### src/rtl/mc_mem_responder.sv
// Word-addressed memory responder for a multicycle core: accepts one request,
// waits WAIT_CYCLES, then holds a registered response until it is consumed.
module mc_mem_responder #(
  parameter int DEPTH_LOG2  = 6,
  parameter int WAIT_CYCLES = 2
) (
  input  logic        i_clk,
  input  logic        i_rst_n,
  input  logic        i_req_valid,
  input  logic        i_req_write,
  input  logic [31:0] i_req_addr,
  input  logic [31:0] i_req_wdata,
  output logic        o_req_ready,
  output logic        o_rsp_valid,
  input  logic        i_rsp_ready,
  output logic [31:0] o_rsp_rdata,
  output logic        o_rsp_err
);

  localparam int         DEPTH     = 1 << DEPTH_LOG2;
  localparam logic [2:0] WAIT_LOAD = (WAIT_CYCLES == 0) ? 3'd0 : 3'(WAIT_CYCLES - 1);

  typedef enum logic [1:0] {S_IDLE, S_WAIT, S_RESP} state_t;

  state_t                r_state;
  state_t                w_state_next;
  logic [2:0]            r_cnt;
  logic [2:0]            w_cnt_next;
  logic                  r_write;
  logic [31:0]           r_addr;
  logic [31:0]           r_wdata;
  logic [31:0]           r_mem [DEPTH];
  logic                  r_req_ready;
  logic                  r_rsp_valid;
  logic                  r_rsp_err;
  logic [31:0]           r_rsp_rdata;

  logic                  w_accept;
  logic                  w_cur_write;
  logic [31:0]           w_cur_addr;
  logic [31:0]           w_cur_wdata;
  logic                  w_cur_err;
  logic [DEPTH_LOG2-1:0] w_cur_idx;
  logic                  w_enter_resp;
  logic                  w_mem_we;
  logic                  w_req_ready_next;
  logic                  w_rsp_valid_next;
  logic [31:0]           w_rsp_rdata_next;
  logic                  w_rsp_err_next;

  assign w_accept = (r_state == S_IDLE) && i_req_valid;

  // With zero wait states the response is formed on the accept edge itself,
  // so the request fields come straight from the inputs while idle.
  assign w_cur_write = (r_state == S_IDLE) ? i_req_write : r_write;
  assign w_cur_addr  = (r_state == S_IDLE) ? i_req_addr  : r_addr;
  assign w_cur_wdata = (r_state == S_IDLE) ? i_req_wdata : r_wdata;

  assign w_cur_err    = (w_cur_addr[1:0] != 2'b00) || ((w_cur_addr >> (DEPTH_LOG2 + 2)) != 32'd0);
  assign w_cur_idx    = w_cur_addr[DEPTH_LOG2+1:2];
  assign w_enter_resp = (r_state != S_RESP) && (w_state_next == S_RESP);
  assign w_mem_we     = w_enter_resp && w_cur_write && !w_cur_err;

  // State register
  always_ff @(posedge i_clk or negedge i_rst_n) begin
    if (!i_rst_n) begin
      r_state <= S_IDLE;
      r_cnt   <= 3'd0;
    end else begin
      r_state <= w_state_next;
      r_cnt   <= w_cnt_next;
    end
  end

  // Next-state logic
  always_comb begin
    w_state_next = r_state;
    w_cnt_next   = r_cnt;
    case (r_state)
      S_IDLE: begin
        if (i_req_valid) begin
          if (WAIT_CYCLES == 0) begin
            w_state_next = S_RESP;
          end else begin
            w_state_next = S_WAIT;
            w_cnt_next   = WAIT_LOAD;
          end
        end
      end
      S_WAIT: begin
        if (r_cnt == 3'd0) begin
          w_state_next = S_RESP;
        end else begin
          w_cnt_next = r_cnt - 3'd1;
        end
      end
      S_RESP: begin
        if (i_rsp_ready) begin
          w_state_next = S_IDLE;
        end
      end
      default: begin
        w_state_next = S_IDLE;
        w_cnt_next   = 3'd0;
      end
    endcase
  end

  // Output logic: next values for the registered outputs
  always_comb begin
    w_req_ready_next = (w_state_next == S_IDLE);
    w_rsp_valid_next = (w_state_next == S_RESP);
    w_rsp_rdata_next = r_rsp_rdata;
    w_rsp_err_next   = r_rsp_err;
    if (w_enter_resp) begin
      if (w_cur_err) begin
        w_rsp_rdata_next = 32'd0;
        w_rsp_err_next   = 1'b1;
      end else if (w_cur_write) begin
        w_rsp_rdata_next = w_cur_wdata;
        w_rsp_err_next   = 1'b0;
      end else begin
        w_rsp_rdata_next = r_mem[w_cur_idx];
        w_rsp_err_next   = 1'b0;
      end
    end
  end

  always_ff @(posedge i_clk or negedge i_rst_n) begin
    if (!i_rst_n) begin
      r_req_ready <= 1'b1;
      r_rsp_valid <= 1'b0;
      r_rsp_rdata <= 32'd0;
      r_rsp_err   <= 1'b0;
    end else begin
      r_req_ready <= w_req_ready_next;
      r_rsp_valid <= w_rsp_valid_next;
      r_rsp_rdata <= w_rsp_rdata_next;
      r_rsp_err   <= w_rsp_err_next;
    end
  end

  always_ff @(posedge i_clk or negedge i_rst_n) begin
    if (!i_rst_n) begin
      r_write <= 1'b0;
      r_addr  <= 32'd0;
      r_wdata <= 32'd0;
    end else if (w_accept) begin
      r_write <= i_req_write;
      r_addr  <= i_req_addr;
      r_wdata <= i_req_wdata;
    end
  end

  // Memory is cleared by reset, so it lives in flops rather than block RAM.
  always_ff @(posedge i_clk or negedge i_rst_n) begin
    if (!i_rst_n) begin
      for (int i = 0; i < DEPTH; i++) begin
        r_mem[i] <= 32'd0;
      end
    end else if (w_mem_we) begin
      r_mem[w_cur_idx] <= w_cur_wdata;
    end
  end

  assign o_req_ready = r_req_ready;
  assign o_rsp_valid = r_rsp_valid;
  assign o_rsp_rdata = r_rsp_rdata;
  assign o_rsp_err   = r_rsp_err;

endmodule

### config.mk
export PLATFORM = sky130hd
export DESIGN_NAME = mc_mem_responder
export DESIGN_NICKNAME = d
export VERILOG_FILES = /design/src/rtl/mc_mem_responder.sv
export SDC_FILE = /design/constraint.sdc
export NUM_CORES = 2
export LEC_CHECK = 0
export ABC_AREA = 1
export CORE_UTILIZATION = 57
export CTS_CLUSTER_SIZE = 12
export DETAILED_ROUTE_END_ITERATION = 6
export PLACE_DENSITY = 0.73
export SLEW_MARGIN = 10
export SYNTH_ARGS = -nofsm -noshare
export SYNTH_HDL_FRONTEND = slang
export SYNTH_SLANG_ARGS = --single-unit
### constraint.sdc
create_clock -name i_clk -period 2.9 [get_ports i_clk]
set_clock_uncertainty 0.2 [all_clocks]
set_input_delay 0.58 -clock i_clk [delete_from_list [all_inputs] [get_ports i_clk]]
set_output_delay 0.58 -clock i_clk [all_outputs]
set_load 0.05 [all_outputs]
* Word level (Yosys, flattened, before mapping) *
Cells that the tools add are included.

operators by class
  $add $sub $neg = 1
  magnitude comparators = 2
  equality and inequality tests = 6
  muxes and demuxes = 19
  bitwise gates (word level) = 2
  reductions and logical operators = 13

operators with widths
  operator                                                                       number
  2048-bit bitwise mux                                                           1
  32-bit 2-to-1 mux                                                              7
  32-bit binary-select mux with 6-bit select                                     1
  32-bit demux with 6-bit select                                                 1
  32-bit nonzero test                                                            1
  3-bit one-hot mux with 3 select lines                                          1
  7-bit >= comparator (second input constant)                                    1
  7-bit by 1-bit less-than comparator with 1-bit output (second input constant)  1
  6-bit inverter with 7-bit output                                               1
  2-bit 2-to-1 mux                                                               3
  3-bit 2-to-1 mux                                                               2
  2-bit != test (second input constant)                                          3
  2-bit one-hot mux with 3 select lines                                          1
  1-bit logical AND                                                              5
  2-bit == test (second input constant)                                          2
  2-bit zero test                                                                2
  3-bit zero test                                                                1
  3-bit AND reduction                                                            1
  3-bit by 1-bit subtractor with 3-bit output (second input constant)            1
  2-bit by 1-bit == test with 1-bit output (second input constant)               1
  1-bit 2-to-1 mux                                                               2
  2-bit nonzero test                                                             1
  1-bit zero test                                                                1
  1-bit logical OR                                                               1
  1-bit inverter                                                                 1

storage, ports and cells
  register bits after elaboration = 2153
  input port bits = 69
  output and inout bits = 35
  word-level logic and storage cells = 116

* Depth between registers and ports, before layout *
  depth in word-level cells = 8
  mapped depth = 17
  gate-level depth less buffers = 13

* Worst setup path after synthesis *
No wires, ideal clock.

  path kind = register -> register
  start = register r_state[0]
  end = register r_mem[225] (netlist bit)
  library setup time = 0.117 ns
  data arrival time = 2.238 ns
  required time = 2.583 ns
  path slack = 0.345 ns
  cell stages (with the launch flop) = 13
  buffers on the path = 4
  clock period less this slack = 2.555 ns
  cells stage by stage = dfrtp_1 -> nor2_4 -> buf_4 -> buf_6 -> nand2_1 -> nand2_1 -> buf_2 -> nand2_1 -> nor2_4 -> nand2_1 -> clkbuf_1 -> nand2_1 -> nand2_1

between the ends
  word-level cells in the longest chain between the ends = 8
  elaborated cells between the ends (all ways) = 26
  classes of those cells = order compare (2); eq/ne (4); mux (10); bitwise (1); reduce/logical (9)

RTL lines
  item                                                                                                                       line  RTL
  from (decl)                                                                                                                25    state_t r_state;
  from (signal assigned)                                                                                                     70    r_state <= w_state_next;
  2-bit zero test                                                                                                            -
  32-bit 2-to-1 mux                                                                                                          56    assign w_cur_addr = (r_state == S_IDLE) ? i_req_addr : r_addr;
  6-bit inverter with 7-bit output (implied by the code)                                                                     162   r_mem[w_cur_idx] <= w_cur_wdata;
  7-bit >= comparator (implied by the code) / 7-bit by 1-bit less-than comparator with 1-bit output (equally long branches)  162
  1-bit logical AND (implied by the code)                                                                                    162
  32-bit 2-to-1 mux (implied by the code)                                                                                    162
  32-bit demux with 6-bit select                                                                                             162
  2048-bit bitwise mux                                                                                                       162
  to (signal, indexed assignment)                                                                                            162
  to (decl)                                                                                                                  32    logic [31:0] r_mem [DEPTH];

Parallel ways exist; a longest one is shown, timed or not.
A chain may end at the register's enable or synchronous reset.

* Worst setup path in the final report *
  start = register r_state[0]
  end = register r_rsp_rdata[6] (netlist: o_rsp_rdata[6])

between the ends
  word-level cells in the longest chain between the ends = 8
  elaborated cells between the ends (all ways) = 22
  classes of those cells = eq/ne (4); mux (12); bitwise (1); reduce/logical (5)

RTL lines
  item                                                    line  RTL
  2-bit zero test                                         -
  32-bit 2-to-1 mux                                       56
  6-bit inverter with 7-bit output (implied by the code)  123   w_rsp_rdata_next = r_mem[w_cur_idx];
  32-bit binary-select mux with 6-bit select              123
  32-bit 2-to-1 mux (implied by the code) (2 in series)   123
  32-bit 2-to-1 mux                                       119   end else if (w_cur_write) begin
  32-bit 2-to-1 mux                                       116   if (w_cur_err) begin
  to (signal assigned)                                    138   r_rsp_rdata <= w_rsp_rdata_next;
  to (decl)                                               36    logic [31:0] r_rsp_rdata;

Parallel ways exist; a longest one is shown, timed or not. The select of a mux whose other input is x is not followed.

==> impl_metrics.csv <==
group,metric,value,unit
synth,synth_common_cells,"nand2_1, dfrtp_1, nand3_1",
synth,synth-compound-area-share,4.42,%
floorplan,initial_core_util,57.5,%
timing,fin_crit_sh,116,%
pwr,combPwrFrac,55.4,%
synth,synth-simple-area-share,37.0,%
pwr,netSwitchingPower,63000,uW
floorplan,die_y,424,um
clocking,cts_tree,"built",
setup_path,reg2reg_depth,17,
synth,yosys_warnings,0,
synth,synth_xor_area_share,0.00863,%
timing,drv_slew,0,
grt,grt_max_degree,116,
timing,hold_viol,0,
setup_path,crit_chain,"nor2_4, buf_6, nand2_1, o21ai_1, buf_4, nor2_4, buf_12, buf_16, buf_6, nand3_1, nand4_1, nand2_2, nand2_2, nor2_4, buf_6, nand3_1, nand2_1",
setup_path,cp_slowest_cell,"dfrtp_2",
pwr,swShare,47.3,%
final_layout,areaGrowthSynthToFinish,24.9,%
floorplan,die_w,424,um
pwr,power.total,133000,uW
detailed_routing,drt-pass1-iter-count,7,
synth,syn-cell-area,102000,um2
pwr,p_leak,0.0669,uW
placed_design,hpwlAfterDp,241000,um
grt,grt_overflow,0,
timing,max_clock_freq,0.297,GHz
synth,synthMuxAreaShare,0,%
setup_path,required,3.51,ns
setup_path,reg2reg_to,"o_rsp_rdata[6]",
outcome,violations,"DRC, setup timing",
pwr,peakVddDrop,0.000930,V
grt,grt_pass1_wl,605000,um
setup_path,worstPathArrival,3.98,ns
detailed_routing,via_per_inst,6.04,
floorplan,num_rows,154,
setup_path,end_kind,"register",
floorplan,ios,104,
synth,ys_ff_latch,2153,
synth,syn_inst,13800,
detailed_routing,drtIter0Drc,16500,
clocking,clk-insertion-delay-late,0.89,ns
synth,yosysTopAreaCell,"dfrtp_1",
clocking,cts_sinks,2153,
timing,whs,0.0900,ns
synth,ys.flop_type,"dfrtp_1",
grt,grt_antenna_before_repair,16,
synth,ys_types,34,
detailed_routing,vias,102000,
setup_path,startpoint_type,"register",
timing,finalSetupViolations,2056,
setup_path,cp.depth,17,
synth,syn_nets,13900,
setup_path,path_buf_inv,6,
placed_design,dpl_cell_area,112000,um2
grt,grtUsageTotal,44.8,%
pwr,power.share.sequential,23.1,%
setup_path,r2r_start,"r_state[0]",
timing,relSlewSlack,48.5,%
setup_path,path_class,"register to register",
floorplan,coreArea,176000,um2
setup_path,cp_slowest_stage_delay,0.45,ns
timing,fin_tns_setup,-269.23,ns
detailed_routing,drt_wl_total,412000,um
placed_design,gp_congestion,1.01,
setup_path,crit_family,"simple AND/OR/NAND/NOR gates",
synth,synth_top_family_by_area,"simple AND/OR/NAND/NOR gates",
worst_hold_path,hp-class,"primary input to register",
final_layout,drive_above_1_share,13.5,%
synth,synth.most_common_cell,"nand2_1",
pwr,pwr-share-clk,21.5,%
floorplan,dieArea,180000,um2
outcome,status,"complete, but fails checks",
final_layout,design_area,127000,um2
clocking,htreeDepth,4,
placed_design,io_buffer_count,103,
timing,rsz0062_at_grt,"yes",
synth,synth_edf_count,0,
placed_design,place_inst,16200,
clocking,clk_pin_slew,0.06,ns
setup_path,crit_start,"r_state[0]",
setup_path,crit_path_max_fanout,8,
timing,worst_pin_slew,0.772,ns
clocking,numCtsBuffers,222,
synth,synth_top_cell_area_share,53.1,%
grt,grt_pass1_vias,96500,
clocking,cts_root_buf,"clkbuf_16",
timing,setup_ws,-0.471,ns
setup_path,ff2ff_setup_slack,-0.47,ns
timing,finalCriticalPeriod,3.37,ns
detailed_routing,ant_nets,0,
setup_path,crit_end,"o_rsp_rdata[6]",
synth,async_reset_ff_share,100,%
final_layout,final_cells,16900,
detailed_routing,drc_errors,3,
synth,synth_area_leaders,"dfrtp_1, nand2_1, nand3_1",
synth,synth-adder-area-share,0.0247,%
synth,ys_seq_area_share,53.1,%
clocking,ctsLongestPathBuffers,3,
detailed_routing,wl_per_cell,24.4,um
pwr,p_int,70100,uW
job,drv_cap,0,
pwr,powerDensity,1050,nW/um2
final_layout,nets,14400,
synth,avgSynthCellArea,7.34,um2
[worst min-delay path, delay by kind of cell]
family | cells | cell delay, ns
buffers and inverters | 1 | 0.41
and+or+nand+nor | 1 | 0.07
AOI/OAI and AO/OA | 1 | 0.07
[layer usage]
layer  track usage (%)  share of wire (%)  wire length (um)  vias up
li1                  -                  -                 -    43700
met1              57.5                 35            143000    48400
met2              63.5                 42            172000     7823
met3              15.0                 15             62300     1828
met4              32.2                8.3             34200       20
met5                 0              0.032               130        -
[metrics by stage]
stage / setup WS [ns] / util (%)
final: -0.471 / 71.8
after global routing: -0.415 / 71.8
after CTS: -0.169 / 71.0
after detailed placement: -1.35 / 63.7
after global placement: -1.37 / 63.7
after floorplan: 0.345 / -
[kinds of logic after synthesis]
| kind of cell | after synthesis |
|---|---|
| XOR/XNOR | 1 |
| buffers and inverters | 1357 |
| flip-flops | 2153 |
| AO/OA/AOI/OAI | 758 |
| adder cells (fa/ha/maj) | 2 |
| AND/OR/NAND/NOR | 9560 |
[layout make-up]
cell class / instances / area, um2
inverters: 375 / 1460
well taps: 2340 / 2930
clock buffers: 348 / 6540
fillers: 13000 / 49700
multi-input cells: 10300 / 44100
clock inverters: 51 / 576
diodes: 11 / 27.5
repair buffers: 1255 / 17300
flip-flops and latches: 2153 / 53900
[power groups by stage]
stage / Sequential, uW / Clock, uW / Combinational (uW)
after global routing: 30800 / 29700 / 74700
after CTS: 30800 / 28600 / 67800
final: 30800 / 28600 / 73700
after floorplan: 31400 / 0 / 26000
after global placement: 31300 / 0 / 60200
after detailed placement: 31300 / 0 / 60400
[worst min-delay path by stage]
stage,start,to,slack [ns],depth (start not counted)
finish,i_req_wdata[12],r_wdata[12],0.09,3
global route,i_req_addr[16],r_addr[16],0.11,3
CTS,i_req_addr[10],r_addr[10],0.06,3
detailed placement,r_mem[1125],r_mem[1125],0.26,2
global placement,r_mem[908],r_mem[908],0.25,2
floorplan,i_rst_n,o_rsp_err,0.08,0
[state kept, by name (all words and copies together) (netlist names)]
| name | flops |
|---|---|
| r_write | 1 |
| o_rsp_err | 1 |
| r_wdata | 32 |
| o_rsp_rdata | 32 |
| o_req_ready | 1 |
| o_rsp_valid | 1 |
| r_mem | 2048 |
| r_cnt | 3 |
| r_addr | 32 |
| r_state | 2 |
[timing repair]
action	CTS	global route
hold buffers	1	0
pin swaps	127	109
cloned	81	21
setup endpoints to repair	2101	2092
setup buffers	175	31
hold endpoints to repair	563	0
resized for setup	558	276
[layout by cell type (no fill, tap or decap), types with 72 or more instances in the layout]
master and instances:
clkbuf_16 242, nor3_4 72, buf_4 534, nand2_2 170, buf_6 103, nand3_1 819
dfrtp_1 2150, nand2_1 8133, clkbuf_1 77, clkdlybuf4s50_1 80, nor2_1 189, o21ai_1 131
o211ai_1 233, buf_16 85, o21ai_0 303, inv_1 328, buf_12 380
Power figures use the tool's default switching activity.
